==> src/rtl/uart_tx_fifo_if.sv <==
// Client-side bundle for the FIFO-fed UART transmitter: oversampling tick,
// push port, per-frame configuration, serial line and status flags.
interface uart_tx_fifo_if #(
    parameter int unsigned DATA_WIDTH = 8
);
    logic                  s_tick;
    logic                  wr_en;
    logic [DATA_WIDTH-1:0] din;
    logic [1:0]            parity_mode;
    logic                  stop2;
    logic                  tx;
    logic                  tx_busy;
    logic                  tx_done;
    logic                  full;
    logic                  empty;
    logic                  overflow;

    modport master (
        output s_tick, wr_en, din, parity_mode, stop2,
        input  tx, tx_busy, tx_done, full, empty, overflow
    );

    modport slave (
        input  s_tick, wr_en, din, parity_mode, stop2,
        output tx, tx_busy, tx_done, full, empty, overflow
    );
endinterface

==> src/rtl/uart_tx_fifo.sv <==
// UART transmitter with an integrated transmit FIFO. Frame format (parity,
// one or two stop bits) is latched when a word is popped, so config changes
// only affect the next frame. Queued words go out as back-to-back frames.
module uart_tx_fifo #(
    parameter int unsigned DATA_WIDTH = 8,
    parameter int unsigned OVERSAMPLE = 16,
    parameter int unsigned FIFO_ADDR  = 4
) (
    input logic           clk,
    input logic           reset,
    uart_tx_fifo_if.slave bus
);
    localparam int unsigned DEPTH = 1 << FIFO_ADDR;
    localparam int unsigned SW    = $clog2(OVERSAMPLE);
    localparam int unsigned NW    = $clog2(DATA_WIDTH);

    localparam logic [SW-1:0]      S_LAST   = SW'(OVERSAMPLE - 1);
    localparam logic [SW-1:0]      S_ONE    = SW'(1);
    localparam logic [NW-1:0]      N_LAST   = NW'(DATA_WIDTH - 1);
    localparam logic [NW-1:0]      N_ONE    = NW'(1);
    localparam logic [FIFO_ADDR-1:0] PTR_ONE = FIFO_ADDR'(1);
    localparam logic [FIFO_ADDR:0] CNT_ONE  = (FIFO_ADDR + 1)'(1);
    localparam logic [FIFO_ADDR:0] CNT_FULL = (FIFO_ADDR + 1)'(DEPTH);

    typedef enum logic [2:0] {StIdle, StStart, StData, StParity, StStop} state_e;

    // FIFO storage and bookkeeping
    logic [DATA_WIDTH-1:0] mem_q [DEPTH];
    logic [FIFO_ADDR-1:0]  wr_ptr_q, rd_ptr_q;
    logic [FIFO_ADDR:0]    count_q, count_d;
    logic                  full_q, empty_q, overflow_q;
    logic                  push, pop;
    logic [DATA_WIDTH-1:0] head;

    // Serialiser state
    state_e                state_q, state_d;
    logic [SW-1:0]         s_q, s_d;
    logic [NW-1:0]         n_q, n_d;
    logic [DATA_WIDTH-1:0] shreg_q, shreg_d;
    logic [DATA_WIDTH-1:0] data_q, data_d;
    logic [1:0]            pmode_q, pmode_d;
    logic                  stop2_q, stop2_d;
    logic                  tx_q, tx_d;
    logic                  done_q, done_d;
    logic                  bit_end, load, par_en, par_bit;

    // A full FIFO refuses writes even when a pop lands in the same cycle.
    assign push    = bus.wr_en && !full_q;
    assign head    = mem_q[rd_ptr_q];
    assign par_en  = (pmode_q == 2'b01) || (pmode_q == 2'b10);
    assign par_bit = (^data_q) ^ (pmode_q == 2'b10);

    // Occupancy update from simultaneous push/pop.
    always_comb begin
        count_d = count_q;
        if (push && !pop) begin
            count_d = count_q + CNT_ONE;
        end else if (!push && pop) begin
            count_d = count_q - CNT_ONE;
        end
    end

    // Storage array: no reset, contents are invalidated via the pointers.
    always_ff @(posedge clk) begin
        if (push) begin
            mem_q[wr_ptr_q] <= bus.din;
        end
    end

    // FIFO pointers and registered status flags.
    always_ff @(posedge clk) begin
        if (reset) begin
            wr_ptr_q   <= '0;
            rd_ptr_q   <= '0;
            count_q    <= '0;
            full_q     <= 1'b0;
            empty_q    <= 1'b1;
            overflow_q <= 1'b0;
        end else begin
            if (push) wr_ptr_q <= wr_ptr_q + PTR_ONE;
            if (pop)  rd_ptr_q <= rd_ptr_q + PTR_ONE;
            count_q    <= count_d;
            full_q     <= (count_d == CNT_FULL);
            empty_q    <= (count_d == '0);
            overflow_q <= bus.wr_en && full_q;
        end
    end

    // Frame FSM next-state, tick/bit counters and line level.
    always_comb begin
        state_d = state_q;
        s_d     = s_q;
        n_d     = n_q;
        shreg_d = shreg_q;
        data_d  = data_q;
        pmode_d = pmode_q;
        stop2_d = stop2_q;
        pop     = 1'b0;
        load    = 1'b0;
        done_d  = 1'b0;
        tx_d    = 1'b1;
        bit_end = bus.s_tick && (s_q == S_LAST);
        if (bus.s_tick && !bit_end) begin
            s_d = s_q + S_ONE;
        end
        unique case (state_q)
            StIdle: begin
                s_d  = '0;
                load = !empty_q;
            end
            StStart: begin
                tx_d = 1'b0;
                if (bit_end) begin
                    s_d     = '0;
                    n_d     = '0;
                    state_d = StData;
                end
            end
            StData: begin
                tx_d = shreg_q[0];
                if (bit_end) begin
                    s_d     = '0;
                    shreg_d = shreg_q >> 1;
                    if (n_q == N_LAST) begin
                        n_d     = '0;
                        state_d = par_en ? StParity : StStop;
                    end else begin
                        n_d = n_q + N_ONE;
                    end
                end
            end
            StParity: begin
                tx_d = par_bit;
                if (bit_end) begin
                    s_d     = '0;
                    n_d     = '0;
                    state_d = StStop;
                end
            end
            StStop: begin
                // n counts the first stop bit of a two-stop-bit frame
                if (bit_end) begin
                    s_d = '0;
                    if (stop2_q && (n_q == '0)) begin
                        n_d = N_ONE;
                    end else begin
                        n_d    = '0;
                        done_d = 1'b1;
                        if (!empty_q) begin
                            load = 1'b1;
                        end else begin
                            state_d = StIdle;
                        end
                    end
                end
            end
            default: state_d = StIdle;
        endcase
        if (load) begin
            pop     = 1'b1;
            shreg_d = head;
            data_d  = head;
            pmode_d = bus.parity_mode;
            stop2_d = bus.stop2;
            s_d     = '0;
            n_d     = '0;
            state_d = StStart;
        end
    end

    // Serialiser registers; tx lags the state by one registered stage.
    always_ff @(posedge clk) begin
        if (reset) begin
            state_q <= StIdle;
            s_q     <= '0;
            n_q     <= '0;
            shreg_q <= '0;
            data_q  <= '0;
            pmode_q <= '0;
            stop2_q <= 1'b0;
            tx_q    <= 1'b1;
            done_q  <= 1'b0;
        end else begin
            state_q <= state_d;
            s_q     <= s_d;
            n_q     <= n_d;
            shreg_q <= shreg_d;
            data_q  <= data_d;
            pmode_q <= pmode_d;
            stop2_q <= stop2_d;
            tx_q    <= tx_d;
            done_q  <= done_d;
        end
    end

    assign bus.tx       = tx_q;
    assign bus.tx_busy  = (state_q != StIdle);
    assign bus.tx_done  = done_q;
    assign bus.full     = full_q;
    assign bus.empty    = empty_q;
    assign bus.overflow = overflow_q;
endmodule

==> src/flat_wrapper.sv <==
// flat-port wrapper written by rule: the top's interface ports become plain ports
module uart_tx_fifo_flat 
#(
    parameter int unsigned DATA_WIDTH = 8,
    parameter int unsigned OVERSAMPLE = 16,
    parameter int unsigned FIFO_ADDR  = 4
)
  (clk, reset, bus_s_tick, bus_wr_en, bus_din, bus_parity_mode, bus_stop2, bus_tx, bus_tx_busy, bus_tx_done, bus_full, bus_empty, bus_overflow);
  uart_tx_fifo_if #(.DATA_WIDTH(DATA_WIDTH)) bus_i ();
  input logic clk;
  input logic reset;
  input wire logic [$bits(bus_i.s_tick)-1:0] bus_s_tick;
  input wire logic [$bits(bus_i.wr_en)-1:0] bus_wr_en;
  input wire logic [$bits(bus_i.din)-1:0] bus_din;
  input wire logic [$bits(bus_i.parity_mode)-1:0] bus_parity_mode;
  input wire logic [$bits(bus_i.stop2)-1:0] bus_stop2;
  output wire logic [$bits(bus_i.tx)-1:0] bus_tx;
  output wire logic [$bits(bus_i.tx_busy)-1:0] bus_tx_busy;
  output wire logic [$bits(bus_i.tx_done)-1:0] bus_tx_done;
  output wire logic [$bits(bus_i.full)-1:0] bus_full;
  output wire logic [$bits(bus_i.empty)-1:0] bus_empty;
  output wire logic [$bits(bus_i.overflow)-1:0] bus_overflow;
  assign bus_i.s_tick = bus_s_tick;
  assign bus_i.wr_en = bus_wr_en;
  assign bus_i.din = bus_din;
  assign bus_i.parity_mode = bus_parity_mode;
  assign bus_i.stop2 = bus_stop2;
  assign bus_tx = bus_i.tx;
  assign bus_tx_busy = bus_i.tx_busy;
  assign bus_tx_done = bus_i.tx_done;
  assign bus_full = bus_i.full;
  assign bus_empty = bus_i.empty;
  assign bus_overflow = bus_i.overflow;
  uart_tx_fifo #(.DATA_WIDTH(DATA_WIDTH), .OVERSAMPLE(OVERSAMPLE), .FIFO_ADDR(FIFO_ADDR)) u_core (.clk(clk), .reset(reset), .bus(bus_i));
endmodule
==> config.mk <==
export PLATFORM = sky130hd
export DESIGN_NAME = uart_tx_fifo_flat
export DESIGN_NICKNAME = d
export VERILOG_FILES = /design/src/rtl/uart_tx_fifo_if.sv /design/src/rtl/uart_tx_fifo.sv /design/src/flat_wrapper.sv
export SDC_FILE = /design/constraint.sdc
export NUM_CORES = 1
export LEC_CHECK = 0
export BUFFER_PORTS_ARGS = -buffer_cell sky130_fd_sc_hd__buf_2
export CORE_ASPECT_RATIO = 1.4
export CORE_MARGIN = 1
export CORE_UTILIZATION = 43
export DETAILED_ROUTE_END_ITERATION = 8
export SYNTH_ARGS = -nofsm -noshare
export SYNTH_HDL_FRONTEND = slang
export SYNTH_SLANG_ARGS = --single-unit
==> constraint.sdc <==
create_clock -name clk -period 2.6 [get_ports clk]
set_input_delay 0 -clock clk [delete_from_list [all_inputs] [get_ports clk]]
set_output_delay 0 -clock clk [all_outputs]
set_load 0.005 [all_outputs]
# [After elaboration in Yosys (flattened, before gate mapping)]
# Memories as Yosys holds them, arrays and structs flattened. A register that Yosys moved wholly into a read port is not among the register bits.
# Index checks and enable logic that the tools add are counted.
[op_classes] muxes=35 reduce_logical=29 bitwise_logic=4 n_eq_ne=25 add_sub_neg=6
[op_table] operator="3-bit 2-to-1 mux" n=12
[op_table] operator="8-bit 2-to-1 mux" n=3
[op_table] operator="3-bit by 1-bit != test with 1-bit output (second input constant)" n=6
[op_table] operator="4-bit 2-to-1 mux" n=4
[op_table] operator="2-bit by 1-bit != test with 1-bit output (second input constant)" n=8
[op_table] operator="8-bit AND reduction" n=2
[op_table] operator="3-bit one-hot mux with 5 select lines" n=1
[op_table] operator="4-bit by 1-bit adder with 4-bit output (second input constant)" n=3
[op_table] operator="5-bit 2-to-1 mux" n=2
[op_table] operator="1-bit 2-to-1 mux" n=9
[op_table] operator="3-bit one-hot mux with 3 select lines" n=1
[op_table] operator="4-bit one-hot mux with 2 select lines" n=1
[op_table] operator="8-bit parity" n=1
[op_table] operator="1-bit logical AND" n=7
[op_table] operator="3-bit by 2-bit == test with 1-bit output (second input constant)" n=2
[op_table] operator="3-bit == test (second input constant)" n=2
[op_table] operator="3-bit zero test" n=2
[op_table] operator="3-bit nonzero test" n=2
[op_table] operator="5-bit by 1-bit adder with 5-bit output (second input constant)" n=1
[op_table] operator="5-bit == test (second input constant)" n=1
[op_table] operator="1-bit zero test" n=5
[op_table] operator="5-bit zero test" n=1
[op_table] operator="5-bit by 1-bit subtractor with 5-bit output (second input constant)" n=1
[op_table] operator="4-bit == test (second input constant)" n=1
[op_table] operator="other kinds (17)" n=21
[word_totals] ram_bits=128 n_memories=1 input_bits=15 word_cells=116 ff_bits=47
[mem_list] name="u_core.mem_q" words=16 width=8 rd=1 rd_ports_with_merged_regs=1 write_ports=1 line="uart_tx_fifo.sv:28" source="logic [DATA_WIDTH-1:0] mem_q [DEPTH];"

# [Logic depth before layout (Yosys ltp)]
# Gate-level depths: netlist of run 1.
[depth] word_depth=10 ltp_mapped=8 ltp_nobuf=7

# [Worst setup path before layout of run 1]
# Ideal clock, no wire load.
[synth_path] path_type="reg2reg" start="register u_core.full_q (netlist: u_core.bus.full)" end="memory u_core.mem_q[3][0] (enable)" period_less_slack_ps=2120 path_stages_with_launch=6 path_slack_ps=480 arrival_time_ps=1737 setup_time_ps=383 t_required_ps=2217 n_path_buf=2 path_cell_list="dfxtp_1 -> nor2b_1 -> clkbuf_1 -> clkbuf_1 -> nand2_1 -> nor3_1"
[synth_between] elab_chain_len=4
[synth_lines] element="start, declared" line="uart_tx_fifo.sv:31" source="logic full_q, empty_q, overflow_q;"
[synth_lines] element="start signal, assigned" line="uart_tx_fifo.sv:83" source="full_q <= (count_d == CNT_FULL);"
[synth_lines] element="1-bit zero test" line="uart_tx_fifo.sv:48" source="assign push = bus.wr_en && !full_q;"
[synth_lines] element="1-bit logical AND" line="uart_tx_fifo.sv:48"
[synth_lines] element="1-bit 2-to-1 mux" line="uart_tx_fifo.sv:65" source="if (push) begin"
[synth_lines] element="1-bit 2-to-1 mux (implied by the code)" line="uart_tx_fifo.sv:66" source="mem_q[wr_ptr_q] <= bus.din;"
[synth_lines] element="end, declared" line="uart_tx_fifo.sv:28"
# Every way passes these cells.

# [Worst setup path in the final report of run 1]
[layout_path] start="register u_core.s_q[0]" end="register u_core.shreg_q[2]"
[layout_between] elab_chain_len=6
[layout_lines] element="start, declared" line="uart_tx_fifo.sv:37" source="logic [SW-1:0] s_q, s_d;"
[layout_lines] element="start signal, assigned" line="uart_tx_fifo.sv:175" source="s_q <= '0;"
[layout_lines] element="start signal, assigned" line="uart_tx_fifo.sv:185" source="s_q <= s_d;"
[layout_lines] element="4-bit == test *" line="uart_tx_fifo.sv:102" source="bit_end = bus.s_tick && (s_q == S_LAST);"
[layout_lines] element="1-bit logical AND *" line="uart_tx_fifo.sv:102"
[layout_lines] element="1-bit 2-to-1 mux" line="uart_tx_fifo.sv:142" source="if (bit_end) begin"
[layout_lines] element="1-bit one-hot mux with 2 select lines" line="uart_tx_fifo.sv:106" source="unique case (state_q)"
[layout_lines] element="2-bit nonzero test (no line)"
[layout_lines] element="2-bit AND reduction (no line)"
[layout_lines] element="end signal, assigned" line="uart_tx_fifo.sv:187" source="shreg_q <= shreg_d;"
[layout_lines] element="end, declared" line="uart_tx_fifo.sv:39" source="logic [DATA_WIDTH-1:0] shreg_q, shreg_d;"
# Every way passes the cells marked *; elsewhere a longest branch is shown, timed or not.
# A chain may end at the register's enable or synchronous reset.

==> results of run 1 <==
==> final cells by class <==
class	count	area share, %
Timing Repair Buffer	62	5.36
Clock buffer	17	4.92
Multi-Input combinational cell	286	27.3
Sequential cell	179	56.3
Inverter	11	0.478
Clock inverter	15	2.69
Tap cell	203	2.94
==> flip-flops by register name, indices dropped and copies added (netlist names), named ones only <==
name and count:
u_core.bus.tx_done 1, u_core.data_q 8, u_core.shreg_q 8, u_core.n_q 3, u_core.mem_q 128, u_core.bus.tx 1, u_core.s_q 4, u_core.pmode_q 2
u_core.bus.full 1, u_core.state_q 3, u_core.wr_ptr_q 4, u_core.bus.empty 1, u_core.bus.overflow 1, u_core.count_q 5, u_core.rd_ptr_q 4, u_core.stop2_q 1
==> layer usage <==
metal | global-route usage, % | part of all wire, % | vias up
met5 | 0 | 0 | -
met4 | 8.44 | 2.6 | 0
met3 | 3.97 | 3.1 | 26
met2 | 31.9 | 54 | 84
met1 | 19.7 | 40 | 2033
li1 | - | - | 2009
==> report_power, final <==
group / internal, uW / switching (uW)
clock network: 1660 / 1160
registers: 3260 / 187
logic: 766 / 720
total: 5680 / 2070
==> metrics by stage <==
stage          total power (uW)  cells  area, um2  utilization [%]  hold slack [ns]
3_3_place_gp               4940    727       7840             46.6            0.251
4_1_cts                    7820    773       8640             51.4            0.343
2_1_floorplan              4590    505       7390                -           0.0989
5_1_grt                    8100    773       8640             51.4            0.376
6_report                   7750    773       8640             51.4            0.355
3_5_place_dp               4990    727       7840             46.6            0.256
==> how the worst min path moves through the flow <==
stage / start / endpoint / depth (start not counted)
floorplan: bus_din[0] / u_core.mem_q[0][0] / 0
global placement: bus_parity_mode[1] / u_core.pmode_q[1] / 3
detailed placement: bus_wr_en / u_core.bus.overflow / 2
CTS: bus_wr_en / u_core.bus.overflow / 3
global route: bus_wr_en / u_core.bus.overflow / 3
finish: bus_stop2 / u_core.stop2_q / 4
==> timing repair <==
| item | CTS | global route |
|---|---|---|
| setup buffers | 0 | 0 |
| hold endpoints to repair | 136 | 0 |
| gates resized for setup | 0 | 0 |
| hold buffers | 14 | 0 |
==> synthesized netlist by cell type, types with 9 or more instances <==
master | count | area, um2
a21oi_1 | 30 | 150
clkbuf_1 | 16 | 60.1
dfxtp_1 | 51 | 1020
edfxtp_1 | 128 | 3840
ha_1 | 12 | 150
inv_1 | 11 | 41.3
mux2_2 | 12 | 135
mux4_2 | 30 | 676
nand2_1 | 51 | 191
nand3_1 | 11 | 55.1
nor2_1 | 40 | 150
nor3_1 | 9 | 45.0
o21ai_0 | 13 | 65.1
xnor2_1 | 13 | 114
==> cell families (layout without fill, tap and decap cells) <==
kind of cell,after synthesis,in the layout,synth area share [%]
flops,179,179,65.8
simple gates,135,135,8.29
mux,54,54,13.9
compound gates,65,65,5.30
xor+xnor,20,20,2.37
buf+inv,40,105,2.29
fa+ha+maj,12,12,2.03
==> critical path, stage by stage, from the launching register on <==
cell and delay [ns]:
dfxtp_1 0.38, ha_1 0.24, and4_1 0.51, nand3_1 0.42, mux2_2 0.40, nand2_1 0.07
a21oi_1 0.07
==> impl_metrics.csv, run 1 <==
group,metric,value,unit
drt,num_vias,4152,
die,coreArea,16800,um2
grt,gr-usage-all-layers,17.7,%
placed_design,gp_congestion,0.768,
synthesis,ys_async_sr_fraction,0,%
placed_design,dpl.hpwl,9750,um
run,maxCapViolations,0,
sta,period_needed,2.21,ns
synthesis,ys_seq_elements,179,
power,peakVddDrop,0.000463,V
power,powerDensity,896,nW/um2
synthesis,yosys_warnings,0,
die,io-pin-count,21,
sta,period_share,84.8,%
placed_design,pre_cts_ws,0.402,ns
finish,area_delta_synth_final,16.9,%
cts,cts_buffers,17,
critical_path,r2r_setup_slack,0.39,ns
sta,setup_violations,0,
sta,fmax,0.453,GHz
grt,antenna_found_initial,0,
sta,hold_viol,0,
drt,wl_per_cell,18.3,um
cts,clk_pin_slew_worst_paths,0.07,ns
critical_path,rr_worst_depth,6,
drt,routed_wl,14200,um
drt,ant_nets,0,
sta,worst_slack,0.395,ns
critical_path,crit_end,"u_core.shreg_q[2]",
critical_path,end_kind,"register",
cts,cts.path.max_buffers,2,
critical_path,crit_fanout,13,
finish,regArea,4870,um2
sta,worstMarginPinSlew,0.585,ns
drt,dr.pass1.iters,4,
synthesis,synth_nets,532,
sta,fin_setup_tns,0,ns
synthesis,synthCells,505,
finish,final_common_cell,"edfxtp_1",
synthesis,synth_cell_types,48,
cts,cts_root_buffer,"clkbuf_16",
finish,fill_cells,1399,
drt,vias_per_cell,5.37,
sta,relSlewSlack,60.9,%
drt,drc_errors,0,
die,initial_core_util,44.0,%
critical_path,reg2reg_from,"u_core.s_q[0]",
die,rows,56,
critical_path,path_class,"reg -> reg",
sta,final_max_slew_viol_count,0,
finish,drive_gt1_share,21.9,%
finish,antenna_cells,0,
grt,grt_pass1_wl,22900,um
critical_path,r2r_end,"u_core.shreg_q[2]",
hold_path,hp-class,"in -> reg",
cts,numClockSinks,179,
run_status,outcome,"finished clean",
critical_path,critPathLaunchType,"register",
grt,grt_pass1_vias,4206,
power,leakage,0.00295,uW
grt,overflow,0,
finish,most-common-layout-cells,"edfxtp_1, nand2_1, dfxtp_1, nor2_1",
synthesis,syn_area,7390,um2
grt,grt_max_degree,39,
die,die_x,113,um
cts,clk-insertion-delay-late,0.44,ns
synthesis,synth_ff_type,"edfxtp_1",
drt,first_iter_violations,320,
synthesis,avgSynthCellArea,14.6,um2
synthesis,synth_edf_count,128,
die,die_area,17700,um2
finish,nets,584,
sta,skew,0.0112,ns
synthesis,ys_seq_area_share,65.8,%
critical_path,arrival,2.51,ns
die,die_h,157,um
placed_design,portBuffers,20,
cts,cts_tree,"built",
critical_path,crit_required,2.90,ns
critical_path,cp-startpoint,"u_core.s_q[0]",
cts,htreeDepth,4,
finish,multi_input_area,2360,um2
sta,rsz0062_at_grt,"no",
Note: power is estimated with default switching activity, not from simulation.
==> inputs of run 2 (changes only) <==
- clock period: 2.6 -> 2.3 ns (I/O delays scaled with it)
==> run 2 against run 1 <==
  * Via count is 2.3% higher
  * Die area stayed put
  * Clock power is 4% higher
  * Clock skew is 0.0037 ns lower
  * Fmax is 4.6% higher
==> impl_metrics.csv, run 2 (same netlist as run 1, synthesis figures left out) <==
group,metric,value,unit
critical_path,cpPeakStageDelay,0.58,ns
drt,dr.pass1.iters,4,
placed_design,gp_congestion,0.808,
grt,grt_pass1_vias,4292,
sta,relSlewSlack,65.4,%
power,leakage,0.00295,uW
finish,largest_reg_flops,128,
drt,num_vias,4247,
cts,postCtsSetupRepairBufs,0,
cts,cts_buffers,17,
die,rows,56,
critical_path,crit_chain,"buf_4 > mux4_1 > mux2_2 > o211ai_1 > a21oi_1",
grt,antenna_found_initial,0,
sta,period_needed,2.11,ns
grt,overflow,0,
cts,htreeDepth,4,
finish,multi_input_area,2360,um2
drt,wl_per_cell,18.6,um
die,die_x,113,um
finish,regArea,4870,um2
finish,top_register,"u_core.mem_q",
finish,final_common_cell,"edfxtp_1",
die,die_area,17700,um2
sta,hold_viol,0,
die,initial_core_util,44.0,%
critical_path,crit_family,"multiplexers",
sta,whs,0.355,ns
power,peakVddDrop,0.000455,V
sta,worstMarginPinSlew,0.519,ns
grt,gr-usage-all-layers,18.0,%
critical_path,crit_fanout,11,
critical_path,crit_required,2.61,ns
critical_path,path_buf_inv,1,
placed_design,dpl.hpwl,9890,um
sta,fin_setup_tns,0,ns
placed_design,portBuffers,20,
critical_path,path_class,"reg -> reg",
drt,ant_nets,0,
drt,routed_wl,14500,um
cts,cts_tree,"built",
cts,hold_buffers,14,
finish,final_area,8640,um2
grt,grt_pass1_wl,23200,um
cts,cts_resized,0,
cts,cts_root_buffer,"clkbuf_16",
die,io-pin-count,21,
finish,most-common-layout-cells,"edfxtp_1, nand2_1, dfxtp_1, nor2_1",
cts,clk-insertion-delay-late,0.44,ns
drt,drc_errors,0,
critical_path,end_kind,"register",
cts,numClockSinks,179,
finish,antenna_cells,0,
sta,setup_violations,0,
cts,cts.path.max_buffers,2,
hold_path,hp-class,"in -> reg",
finish,nets,588,
sta,fmax,0.474,GHz
sta,final_max_slew_viol_count,0,
placed_design,pre_cts_ws,0.194,ns
placed_design,dpl-instance-area,7890,um2
finish,largestRegisters,"u_core.mem_q: 128 flops, u_core.data_q: 8 flops, u_core.shreg_q: 8 flops",
die,coreArea,16800,um2
finish,fill_cells,1398,
power,totalPowerFinal,8510,uW
sta,skew,0.00747,ns
drt,vias_per_cell,5.47,
power,powerDensity,985,nW/um2
drt,first_iter_violations,358,
run,maxCapViolations,0,
sta,rsz0062_at_grt,"no",
die,die_h,157,um
critical_path,critPathLaunchType,"register",
sta,period_share,91.7,%
grt,grt_max_degree,39,
finish,drive_gt1_share,22.5,%
sta,worst_slack,0.192,ns
cts,clk_pin_slew_worst_paths,0.07,ns
critical_path,slowest_stage,"mux4_1",
critical_path,arrival,2.42,ns
finish,area_delta_synth_final,16.8,%
run_status,outcome,"finished clean",
[run 2: path summary, 6_finish.rpt]
check / from / to / slack, ns / depth (start not counted)
hold / removal: bus_parity_mode[0] / u_core.pmode_q[0] / 0.35 / 4
setup / recovery: register / u_core.shreg_q[1] / 0.19 / 5
setup reg to reg: register / u_core.shreg_q[1] / 0.19 / 5
hold reg to reg: u_core.pmode_q[1] / u_core.pmode_q[1] / 0.46 / 2
[run 2: layout make-up]
cell class,instances,area share [%]
multi-input cells,286,27.3
clock buffers,17,4.93
inverters,11,0.478
flip-flops and latches,179,56.3
clock inverters,15,2.16
well taps,203,2.94
repair buffers,66,5.85
[run 2: tightest hold or removal path, delay by kind of cell]
kind	cells	cell delay (ns)
buffers and inverters	2	0.65
AND/OR/NAND/NOR	1	0.05
AO/OA/AOI/OAI	1	0.05
[run 2: through the flow]
| step | util (%) | instances |
|---|---|---|
| after CTS | 51.4 | 777 |
| final | 51.4 | 777 |
| after global placement | 46.9 | 731 |
| after global routing | 51.4 | 777 |
| after floorplan | - | 505 |
| after detailed placement | 46.9 | 731 |
[run 2: metal layers]
metal / global-route usage [%] / part of all wire, %
met5: 0 / 0
met4: 7.68 / 2.1
met3: 3.97 / 3.3
met2: 33.2 / 54
met1: 19.9 / 40
[run 2: power by group]
part	switching, uW	internal [uW]
clock network	1360	1570
registers	179	3680
logic	853	873
==> inputs of run 3 (changes only) <==
- CTS_CLUSTER_SIZE: unset -> 12
- clock period: 2.3 -> 1.7 ns (I/O delays scaled with it)
==> run 3 against run 2 <==
  * Count of clock-buffer cells in the layout unchanged
  * Global-route usage up 0.10 points
  * Final cell count up 4.8%
  * Utilization up 3.2 points
  * Sequential power up 36%
  * Clock skew up 0.0036 ns
  * Critical path type unchanged
  * Routed wire length up 2.8%
  * Worst hold slack better by 0.0087 ns
  * First-iteration DRC count down 12%
  * Fmax up 13%
  * The flow now finishes with violations (negative setup slack)
==> impl_metrics.csv, run 3 (same netlist as run 1, synthesis figures left out) <==
group,metric,value,unit
grt,grt_max_degree,23,
critical_path,end_kind,"register",
sta,relSlewSlack,77.0,%
placed_design,gp_congestion,0.818,
drt,vias_per_cell,5.36,
drt,ant_nets,0,
hold_path,hold_depth,4,
sta,rsz0062_at_grt,"yes",
finish,final_common_cell,"edfxtp_1",
placed_design,dpl-instance-area,8180,um2
sta,whs,0.364,ns
finish,largest_reg_flops,128,
drt,drc_errors,0,
finish,final_util,54.5,%
cts,clk-insertion-delay-late,0.42,ns
placed_design,dp_cells,755,
cts,cts_buffers,17,
critical_path,arrival,2.18,ns
cts,cts_tree,"built",
critical_path,rr_worst_depth,5,
finish,final_area,9170,um2
finish,drive_gt1_share,35.4,%
sta,setup_violations,18,
sta,period_share,110,%
sta,final_max_slew_viol_count,0,
die,io-pin-count,21,
finish,antenna_cells,0,
sta,worst_slack,-0.174,ns
placed_design,pre_cts_ws,-0.199,ns
die,die_h,157,um
grt,overflow,0,
cts,clk_pin_slew_worst_paths,0.07,ns
hold_path,hp-class,"in -> reg",
sta,hold_viol,0,
drt,wl_per_cell,18.3,um
drt,first_iter_violations,315,
power,powerDensity,1310,nW/um2
die,rows,56,
power,peakVddDrop,0.000838,V
cts,cts_root_buffer,"clkbuf_16",
grt,grt_pass1_wl,23600,um
run,maxCapViolations,0,
critical_path,crit_fanout,8,
die,coreArea,16800,um2
finish,nets,625,
cts,cts.path.max_buffers,2,
finish,top_register,"u_core.mem_q",
power,leakage,0.00315,uW
grt,antenna_found_initial,0,
finish,fin_cells,814,
critical_path,critPathLaunchType,"register",
drt,dr.pass1.iters,4,
cts,htreeDepth,4,
placed_design,portBuffers,20,
critical_path,crit_required,2.01,ns
run_status,failed_checks,"negative setup slack",
finish,area_delta_synth_final,24.0,%
die,initial_core_util,44.0,%
run_status,outcome,"finished with violations",
sta,skew,0.0110,ns
hold_path,worstHoldStart,"bus_stop2",
sta,fmax,0.534,GHz
placed_design,dpl.hpwl,10400,um
cts,numClockSinks,179,
finish,largestRegisters,"u_core.mem_q: 128 flops, u_core.data_q: 8 flops, u_core.shreg_q: 8 flops",
drt,num_vias,4367,
grt,grt_pass1_vias,4541,
critical_path,path_class,"reg -> reg",
grt,gr-usage-all-layers,18.1,%
sta,period_needed,1.87,ns
sta,worstMarginPinSlew,0.343,ns
die,die_x,113,um
die,die_area,17700,um2
drt,routed_wl,14900,um
finish,most-common-layout-cells,"edfxtp_1, buf_4, nand2_1, dfxtp_1, mux4_2",
run 3: changes by cell type in the layout (fill, tap and decap cells not counted), moves of 5 or more:
cell     before  now
buf_4        30   55
buf_6         0    5
dfxtp_1      50   45
mux4_1        6    0
mux4_2       30   36
nand2_1      51   45
nand2_2       0    6
nor2_1       40   27
nor2_2        0   12
run 3: final cells by class:
type	count	area, um2
clock buffer	17	425
inverter	11	41.3
clock inverter	15	160
tap	203	254
timing repair buffer	103	890
fill	1348	7650
multi-input combinational	286	2520
sequential	179	4880
run 3: metal layers:
layer  vias up  part of all wire (%)  GRT usage (%)  routed length (um)
li1       2082                     -              -                   -
met1      2209                    41           20.0                6100
met2        64                    56           33.9                8330
met3        12                   1.9           3.77                 276
met4         0                   1.2           6.92                 174
met5         -                     0              0                   0
run 3: worst max-delay path, cell delays in order, from the launching register on:
cell,delay [ns]
dfxtp_4,0.42
buf_12,0.16
mux4_2,0.52
mux4_2,0.50
nand2_2,0.10
a21oi_1,0.07
run 3: power by group:
part	switching [uW]	leakage, uW	internal (uW)
sequential	251	0.00158	4990
combinational	1340	0.00129	1580
clock	1740	0.000284	2090
total	3330	0.00315	8660
run 3: through the flow:
step	total power, uW	TNS [ns]
2_1_floorplan	7120	-1.57
3_3_place_gp	7800	-2.33
3_5_place_dp	7870	-3.32
4_1_cts	11900	-2.07
5_1_grt	12500	-3.85
6_report	12000	-1.94
run 3: path summary, 6_finish.rpt:
check | slack [ns] | endpoint
worst max register to register | -0.17 | u_core.data_q[4]
worst min-delay path | 0.36 | u_core.stop2_q
worst max-delay path | -0.17 | u_core.data_q[4]
worst min register to register | 0.46 | u_core.pmode_q[0]
run 3: what timing repair did:
| action | 4_1_cts | 5_1_grt |
|---|---|---|
| gates resized for setup | 27 | 19 |
| gates cloned | 0 | 2 |
| setup endpoints to repair | 34 | 34 |
| hold buffers | 14 | 0 |
| setup buffers | 7 | 4 |
| hold endpoints to repair | 149 | 0 |
| pin swaps | 9 | 15 |
